<file path="src/rtl/sipo_16_bit_deser_pkg.sv">
// Shared types and constants for the serial-in/parallel-out deserializer.
package sipo_pkg;

    localparam int DEFAULT_WIDTH = 16;

    // state  | meaning
    // IDLE   | waiting for a sample flagged with sin_sof
    // DATA   | collecting data bits into the shift register
    // PARITY | next sample is the even-parity bit for the frame
    typedef enum logic [1:0] {
        IDLE   = 2'd0,
        DATA   = 2'd1,
        PARITY = 2'd2
    } sipo_state_e;

endpackage

</file>
<file path="src/rtl/sipo_16_bit_deser.sv">
// Serial-to-parallel deserializer with even-parity check and frame restart on sin_sof.
module sipo_16_bit_deser
    import sipo_pkg::*;
#(
    parameter int WIDTH     = DEFAULT_WIDTH,
    parameter bit MSB_FIRST = 1'b1
) (
    input  logic             clk,
    input  logic             reset_n,
    input  logic             sin_valid,
    input  logic             sin_data,
    input  logic             sin_sof,
    output logic [WIDTH-1:0] word_out,
    output logic             word_valid,
    output logic             par_err,
    output logic             frame_err,
    output logic             busy
);

    localparam int CW = $clog2(WIDTH + 1);

    sipo_state_e      state_q, state_d;
    logic [CW-1:0]    bit_cnt_q, bit_cnt_d;
    logic [WIDTH-1:0] shift_q, shift_d;
    logic             par_acc_q, par_acc_d;
    logic [WIDTH-1:0] word_q, word_d;
    logic             word_valid_q, word_valid_d;
    logic             par_err_q, par_err_d;
    logic             frame_err_q, frame_err_d;

    logic [WIDTH-1:0] shifted;
    logic [WIDTH-1:0] first_word;
    logic [CW-1:0]    cnt_inc;

    always_comb begin
        state_d      = state_q;
        bit_cnt_d    = bit_cnt_q;
        shift_d      = shift_q;
        par_acc_d    = par_acc_q;
        word_d       = word_q;
        word_valid_d = 1'b0;
        par_err_d    = 1'b0;
        frame_err_d  = 1'b0;

        // Bit order is fixed by which end new bits enter the shift register.
        if (MSB_FIRST) begin
            shifted    = {shift_q[WIDTH-2:0], sin_data};
            first_word = {{(WIDTH-1){1'b0}}, sin_data};
        end else begin
            shifted    = {sin_data, shift_q[WIDTH-1:1]};
            first_word = {sin_data, {(WIDTH-1){1'b0}}};
        end
        cnt_inc = bit_cnt_q + CW'(1);

        if (sin_valid) begin
            if (sin_sof) begin
                // Any sof starts a fresh frame; outside IDLE it also drops the partial one.
                shift_d     = first_word;
                par_acc_d   = sin_data;
                bit_cnt_d   = CW'(1);
                state_d     = (CW'(1) == CW'(WIDTH)) ? PARITY : DATA;
                frame_err_d = (state_q != IDLE);
            end else begin
                case (state_q)
                    IDLE: begin
                    end
                    DATA: begin
                        shift_d   = shifted;
                        par_acc_d = par_acc_q ^ sin_data;
                        bit_cnt_d = cnt_inc;
                        if (cnt_inc == CW'(WIDTH)) begin
                            state_d = PARITY;
                        end
                    end
                    PARITY: begin
                        state_d   = IDLE;
                        bit_cnt_d = '0;
                        par_acc_d = 1'b0;
                        if (par_acc_q == sin_data) begin
                            word_d       = shift_q;
                            word_valid_d = 1'b1;
                        end else begin
                            par_err_d = 1'b1;
                        end
                    end
                    default: begin
                        state_d = IDLE;
                    end
                endcase
            end
        end
    end

    always_ff @(posedge clk or negedge reset_n) begin
        if (!reset_n) begin
            state_q      <= IDLE;
            bit_cnt_q    <= '0;
            shift_q      <= '0;
            par_acc_q    <= 1'b0;
            word_q       <= '0;
            word_valid_q <= 1'b0;
            par_err_q    <= 1'b0;
            frame_err_q  <= 1'b0;
        end else begin
            state_q      <= state_d;
            bit_cnt_q    <= bit_cnt_d;
            shift_q      <= shift_d;
            par_acc_q    <= par_acc_d;
            word_q       <= word_d;
            word_valid_q <= word_valid_d;
            par_err_q    <= par_err_d;
            frame_err_q  <= frame_err_d;
        end
    end

    assign word_out   = word_q;
    assign word_valid = word_valid_q;
    assign par_err    = par_err_q;
    assign frame_err  = frame_err_q;
    assign busy       = (state_q != IDLE);

endmodule

</file>
<file path="config.mk">
export PLATFORM = sky130hd
export DESIGN_NAME = sipo_16_bit_deser
export DESIGN_NICKNAME = d
export VERILOG_FILES = /design/src/rtl/sipo_16_bit_deser_pkg.sv /design/src/rtl/sipo_16_bit_deser.sv
export SDC_FILE = /design/constraint.sdc
export NUM_CORES = 1
export LEC_CHECK = 0
export ABC_AREA = 1
export BUFFER_PORTS_ARGS = -buffer_cell sky130_fd_sc_hd__buf_2
export CORE_ASPECT_RATIO = 1.2
export CORE_MARGIN = 2
export CORE_UTILIZATION = 46
export CTS_BUF_LIST = sky130_fd_sc_hd__clkbuf_8
export CTS_CLUSTER_SIZE = 14
export DETAILED_ROUTE_END_ITERATION = 6
export GPL_ROUTABILITY_DRIVEN = 0
export PLACE_DENSITY_LB_ADDON = 0.25
export SETUP_SLACK_MARGIN = 0.3
export SYNTH_ARGS = -nofsm -noshare
export SYNTH_HDL_FRONTEND = slang
export SYNTH_SLANG_ARGS = --single-unit
</file>
<file path="constraint.sdc">
create_clock -name clk -period 1.95 [get_ports clk]
set_input_delay 0.0975 -clock clk [delete_from_list [all_inputs] [get_ports clk]]
set_output_delay 0.0975 -clock clk [all_outputs]
set_load 0.1 [all_outputs]
</file>
Word level (Yosys, flattened, before mapping). Index checks and enable logic that the tools add are counted.

Logic and storage cells: 44. Bits of input ports: 5. Output and inout bits: 20. Register bits: 43.

Reduce and logical (&&, ||, !) cells: 8. Mux-type cells: 19. $add $sub $neg: 1. Equal/unequal tests: 6. Bitwise gates (word level): 2.

Operators with widths (count): 16-bit 2-to-1 mux (2); 1-bit 2-to-1 mux (11); 5-bit case mux with 2 select lines (1); 5-bit by 1-bit adder with 5-bit output, second input constant (1); 5-bit == test, second input constant (1); 5-bit 2-to-1 mux (1); 2-bit 2-to-1 mux (2); 2-bit case mux with 2 select lines (1); 2-bit AND reduction (2); 4-bit AND reduction (1); 2-bit nonzero test (2); 3-bit != test, second input constant (1); 3-bit AND reduction (1); 3-bit nonzero test (1); 2-bit by 1-bit == test with 1-bit output, second input constant (1); 2-bit == test, second input constant (1); 2-bit zero test (1); 2-bit != test, second input constant (1); 1-bit case mux with 2 select lines (1); 1-bit == test (1); 1-bit inverter (1); 1-bit bitwise XOR (1).

Depth between registers and ports, before layout. Gate-level depths: netlist of run 1.

Word-level depth: 5. Depth in mapped cells: 7. Gate-level depth less buffers: 7.

Least setup slack after synthesis of run 1. Ideal clock, no wire load.

Kind: reg-to-reg. From: reg state_q[0]. To: reg word_q[13] (netlist: word_out[13]). Buffers on the path: 1. Data arrival time: 1.082 ns. Stages on the path, launching flop included: 8. Required time: 1.825 ns. Slack: 0.743 ns. Setup time: 0.125 ns. Period minus slack after synthesis: 1.207 ns. Path through: dfrtp_1 > inv_2 > nand2_2 > inv_1 > nand4_2 > buf_4 > nand2_1 > o21ai_1.

Word-level cells in the longest chain between the ends: 2.

Ends and longest elaborated chain: start: declaration (RTL line sipo_16_bit_deser.sv:22) `sipo_state_e state_q, state_d;`; start signal: assignment (RTL line sipo_16_bit_deser.sv:105) `state_q <= state_d;`; 2-bit == test (RTL line sipo_16_bit_deser.sv:64) `case (state_q)`; 4-bit AND reduction (no line); end signal: assignment (RTL line sipo_16_bit_deser.sv:109) `word_q <= word_d;`; end: declaration (RTL line sipo_16_bit_deser.sv:26) `logic [WIDTH-1:0] word_q, word_d;`.

Every way passes these cells. A chain may end at the register's enable or synchronous reset.

Final worst setup path of run 1.
From: reg state_q[1]. To: out busy.

Word-level cells in the longest chain between the ends: 1.

Ends and longest elaborated chain: 2-bit nonzero test (RTL line sipo_16_bit_deser.sv:120) `assign busy = (state_q != IDLE);`; end: declaration (RTL line sipo_16_bit_deser.sv:17) `output logic busy`.

Every way passes these cells.

==> impl_metrics.ini, run 1 <==
[route]
drt.antenna.violating_nets = 0
post_drt_via_cell_ratio = 4.949
drc = 0
wl_um = 3131
num_vias = 1272
drt_iter0_markers = 62
wl_per_cell_um = 12.18
dr.pass1.iters = 4

[min_path]
hold_path_class = in2reg

[clock_tree]
clock_latency_ps = 290
cts_made_buffers = 5
cts_tree = yes
cts_max_level = 2
cts_buffer_depth = 2
cts_resized = 0
postCtsSetupBuffers = 0
root_buffer = clkbuf_8
clkSinkCount = 43
hold_buffers = 1
clkTransAtPathRegs_ps = 70

[timing]
fin_skew_ps = 8.564
hold_violations = 0
setup_viol = 0
tns_ps = 0
min_period_ps = 1361
worst_pin_slew_ps = 486.4
clock.fmax_mhz = 735.0
slew_viol_final = 0
hold_slack_ps = 65.18
finalCritPeriodShare = 0.6977
relSlewSlack = 0.6757
rsz0062_at_grt = false

[yosys]
synth-seq-area-share = 0.6006
synth_area_leaders = dfrtp_1 (60%), nand2_1 (6.7%), inv_1 (5.7%), o22ai_1 (5.6%), o21ai_2 (3.4%)
syn-cell-area_um2 = 1792
yosys_warnings = 0
ys_ff_latch = 43
avgSynthCellArea_um2 = 10.24
synthCells = 175
yosysTopAreaCellShare = 0.6006
synth_top_area_cell = dfrtp_1
synth.distinct_cells = 25
syn_nets = 181

[floorplan]
dieArea_um2 = 4412
die_h_um = 72.37
coreArea_um2 = 3694
io_pins = 25
start_util = 0.4851
fp-row-count = 24
fp.dieW_um = 60.97

[layout]
syn_to_final_growth_pct = 14.11
utilization = 0.5535
drive_above_1_share = 0.2488
antennaDiodeCount = 0
multi_input_area_um2 = 560.5
stdcell_count = 257
nets = 210
seqCellArea_um2 = 1076
fillCellCount = 362

[place]
portBuffers = 24
dpl.cell_count = 248
place_hpwl_um = 2243

[global_routing]
grt_overflow_total = 0
grt_pass1_wl_um = 5575
grt_pass1_vias = 1285
grt_use_total = 0.1700
grt_max_degree = 34
antenna_found_initial = 0

[run]
maxCapViolCount = 0

[power_and_ir_drop]
power_density_nw_per_um2 = 939.4
p_leak_uw = 0.001017
peakVddDrop_uv = 520.6

[critical_path]
worstPathRequired_ps = 1850
cp_num_buf_inv = 2
path_delay_family = flip-flops
start_kind = flip-flop
critPathArrivalTime_ps = 1260
slowest_stage = dfrtp_1
cp_slowest_stage_delay_ps = 420
crit_type = reg2out
worstSetupEndpointType = primary output
crit_chain = nor2_1 > inv_1 > buf_2
critical_path_peak_fanout = 3

[status]
status = finished, final reports clean
per-layer routing:
| metal | global-route usage | part of all wire | wire length (um) |
|---|---|---|---|
| met4 | 0.08213 | 0.022 | 68 |
| met3 | 0.03922 | 0.045 | 141 |
| met5 | 0 | 0 | 0 |
| met1 | 0.2116 | 0.43 | 1331 |
| met2 | 0.2748 | 0.51 | 1590 |
layout make-up:
type | count | area share
clock inverter | 3 | 0.007956
multi-input combinational | 97 | 0.2742
sequential | 43 | 0.5263
clock buffer | 5 | 0.03366
timing repair buffer | 27 | 0.07099
inverter | 30 | 0.05508
tap | 52 | 0.03182
worst reg2reg max path: stages, from the launching register on:
cell and delay, ps:
dfrtp_1 410, inv_2 50, nand2_2 100, inv_1 70
nand4_2 80, buf_4 320, nand2_1 130, o21ai_2 80
registers in the layout, summed over array words and instances, names as in the netlist:
| register | flops |
|---|---|
| shift_q | 16 |
| word_out | 16 |
| bit_cnt_q | 5 |
| state_q | 2 |
| frame_err | 1 |
| par_acc_q | 1 |
| par_err | 1 |
| word_valid | 1 |
synthesized netlist by cell type, drive strengths merged:
| master | instances |
|---|---|
| xnor2 | 1 |
| inv | 30 |
| nand4 | 3 |
| nor2 | 6 |
| nor4 | 1 |
| nand2 | 35 |
| buf | 5 |
| nor3b | 1 |
| nand3 | 5 |
| a31oi | 1 |
| o21ai | 26 |
| o22ai | 16 |
| dfrtp | 43 |
| a21oi | 1 |
| ha | 1 |
per-stage QoR:
stage          worst slack [ps]  cell area, um^2  total power (uW)
2_1_floorplan             743.3             1792              1321
3_3_place_gp              689.9             1949              1393
3_5_place_dp              650.8             1949              1404
4_1_cts                   578.0             2044              1937
5_1_grt                   496.6             2044              2019
6_report                  589.5             2044              1921
layout by cell type (no fill, tap or decap), types with 2 or more instances in the layout:
cell / n
buf_2: 24
buf_4: 2
clkbuf_8: 5
dfrtp_1: 43
inv_1: 28
inv_2: 3
nand2_1: 32
nand2_2: 2
nand3_1: 5
nand4_1: 2
nor2_1: 5
o21ai_0: 9
o21ai_1: 9
o21ai_2: 7
o22ai_1: 16
cell families after synthesis:
family | synth area share
buf+inv | 0.08659
flops | 0.6006
compound gates | 0.1641
simple gates | 0.1327
fa+ha+maj | 0.006982
xor+xnor | 0.009081
worst paths after layout:
kind / end / cells past startpoint / slack (ps) / startpoint
hold reg to reg: word_out[5]$_DFFE_PN0P_ / 2 / 480 / word_out[5]$_DFFE_PN0P_
min in group asynchronous: word_out[6]$_DFFE_PN0P_ / 2 / 290 / reset_n
setup / recovery: busy / 3 / 590 / state_q[1]$_DFFE_PN0P_
hold / removal: par_err$_DFF_PN0_ / 2 / 70 / sin_sof
max in group asynchronous: par_acc_q$_DFFE_PN0P_ / 3 / 980 / reset_n
setup reg to reg: word_out[2]$_DFFE_PN0P_ / 7 / 630 / state_q[0]$_DFFE_PN0P_
where the power goes:
part           internal [uW]  switching, uW  leakage [uW]  total, uW
clock                    245            289     0.0000453        534
combinational           82.3            323      0.000385        405
sequential               942           39.8      0.000587        982
total                   1270            651       0.00102       1920
No activity file was read; power rests on OpenSTA's default activity.
==> run 2: changes to the inputs <==
- ABC_AREA: 1 -> 0
- clock period: 1.95 -> 1.1 ns (I/O delays scaled with it)
==> run 2 against run 1 <==
Effect of this change:
- the run now ends with negative setup slack left
- power is 110% higher
- final area is 48% higher
- worst setup slack worse by 900 ps
- combinational power is 100% higher
- global-route usage is 4.9 points higher
- clock skew is 2.3 ps lower
- critical path depth is 2 higher
- critical path type is now reg2reg
- largest power group unchanged
==> impl_metrics.ini, run 2 <==
[timing]
relSlewSlack = 0.8122
fin_skew_ps = 6.294
rsz0062_at_grt = true
clock.fmax_mhz = 710.8
slew_viol_final = 0
hold_violations = 0
worst_pin_slew_ps = 279.3
setup_viol = 42
finalCritPeriodShare = 1.279
tns_ps = -9823
fin_ws_ps = -307.0
min_period_ps = 1407

[route]
post_drt_via_cell_ratio = 5.357
wl_per_cell_um = 16.94
drc = 0
dr.pass1.iters = 4
num_vias = 1409
drt.antenna.violating_nets = 0
wl_um = 4454
drt_iter0_markers = 37

[layout]
syn_to_final_growth_pct = 64.15
antennaDiodeCount = 0
drive_above_1_share = 0.6124
final_cell_mix = dfrtp_1 (31), buf_4 (25), buf_12 (22), buf_6 (16), a22o_1 (15)
nets = 214
final_common_cell = dfrtp_1

[yosys]
syn-cell-area_um2 = 1843
avgSynthCellArea_um2 = 13.26
synth.distinct_cells = 37
synth-seq-area-share = 0.5838
synth_area_leaders = dfrtp_1 (58%), mux2_4 (7.3%), a22o_1 (7.1%), mux2_1 (3.1%), mux2_2 (1.8%)
synth_most_common_cell = dfrtp_1
syn_nets = 145
synthCells = 139
ys_ff_latch = 43
yosysTopAreaCellShare = 0.5838
synth_top_area_cell = dfrtp_1
synth_edf_count = 0
synth_ff_type = dfrtp_1
async_reset_ff_frac = 1.000
yosys_warnings = 0
ys_top_cells_by_count = dfrtp_1 (43), a22o_1 (15), mux2_4 (9)

[floorplan]
coreArea_um2 = 3879
io_pins = 25
start_util = 0.4752
fp-row-count = 25
die_h_um = 73.34
dieArea_um2 = 4531
fp.dieW_um = 61.78

[run]
maxCapViolCount = 0

[global_routing]
grt_max_degree = 28
grt_pass1_vias = 1511
grt_overflow_total = 0
grt_pass1_wl_um = 7265
grt_use_total = 0.2190
antenna_found_initial = 0

[clock_tree]
clkSinkCount = 43
cts_max_level = 2
clock_latency_ps = 290
cts_tree = yes
root_buffer = clkbuf_8
cts_buffer_depth = 2
clkTransAtPathRegs_ps = 80
cts_made_buffers = 5

[power_and_ir_drop]
p_leak_uw = 0.001456
peakVddDrop_uv = 918.4
power_density_nw_per_um2 = 1317

[critical_path]
worstPathRequired_ps = 1280
r2r_cells = 5
worstSetupEndpointType = flip-flop
start_kind = flip-flop
crit_type = reg2reg
critPathArrivalTime_ps = 1590
critical_path_peak_fanout = 17

[min_path]
holdPathStages = 2
hold_path_class = in2reg

[status]
status = finished with violations
failed_checks = negative setup slack

[place]
portBuffers = 24
place_hpwl_um = 2763
post-place-ws_ps = -305.0
## run 2: critical path: stages, from the launching register on
cell and delay [ps]:
dfrtp_1 410, buf_6 140, nor2_4 120, nand4_4 120, buf_12 180, mux2_1 310
## run 2: per-layer routing
metal	GRT usage	routed length, um	vias up
met2	0.3801	2500	32
li1	-	-	649
met5	0	0	-
met4	0.07801	56	0
met3	0.04401	143	6
met1	0.2630	1754	722
## run 2: cells by family (layout without fill, tap and decap cells)
logic type	Yosys count	in the layout	share of synthesized area
xor gates and xnor gates	3	3	0.01833
muxes	18	18	0.1276
and+or+nand+nor	24	26	0.07876
AOI/OAI and AO/OA	35	35	0.1460
DFF	43	43	0.5838
buffers and inverters	15	83	0.03869
adders and majority gates	1	1	0.006788
## run 2: worst paths after layout
kind	start	to	slack [ps]
max reg2reg	state_q[0]$_DFFE_PN0P_	word_out[4]$_DFFE_PN0P_	-310
min in group asynchronous	reset_n	word_out[4]$_DFFE_PN0P_	190
min	sin_sof	bit_cnt_q[2]$_DFFE_PN0P_	30
min reg2reg	shift_q[1]$_DFFE_PN0P_	shift_q[2]$_DFFE_PN0P_	520
max in group asynchronous	reset_n	frame_err$_DFF_PN0_	480
max	state_q[0]$_DFFE_PN0P_	word_out[4]$_DFFE_PN0P_	-310
## run 2: stage by stage
stage	instances	power [uW]	util	hold WS, ps	area (um^2)
after floorplan	139	2107	-	-240.6	1951
after global placement	230	2315	0.6577	-0.6800	2551
after detailed placement	230	2350	0.6577	12.28	2551
after CTS	253	3917	0.7465	5.487	2895
after global routing	263	4132	0.7800	33.44	3025
final	263	3984	0.7800	29.12	3025
## run 2: what timing repair did
item,4_1_cts,5_1_grt
hold buffers,1,0
endpoints found under the setup margin,63,90
pin swaps,8,23
cloned,2,1
setup buffers,12,9
gates resized for setup,26,14
hold endpoints to repair,16,0
## run 2: cell type report
type / count / area, um^2
Tap cell: 54 / 67.56
Fill cell: 257 / 853.3
Sequential cell: 43 / 1091
Clock buffer: 5 / 68.82
Timing Repair Buffer: 68 / 840.8
Multi-Input combinational cell: 83 / 863.3
Inverter: 7 / 30.03
Clock inverter: 3 / 63.81
## run 2: where the power goes
group          internal, uW  switching (uW)
clock network           898             530
logic                   412             396
registers              1650            97.5
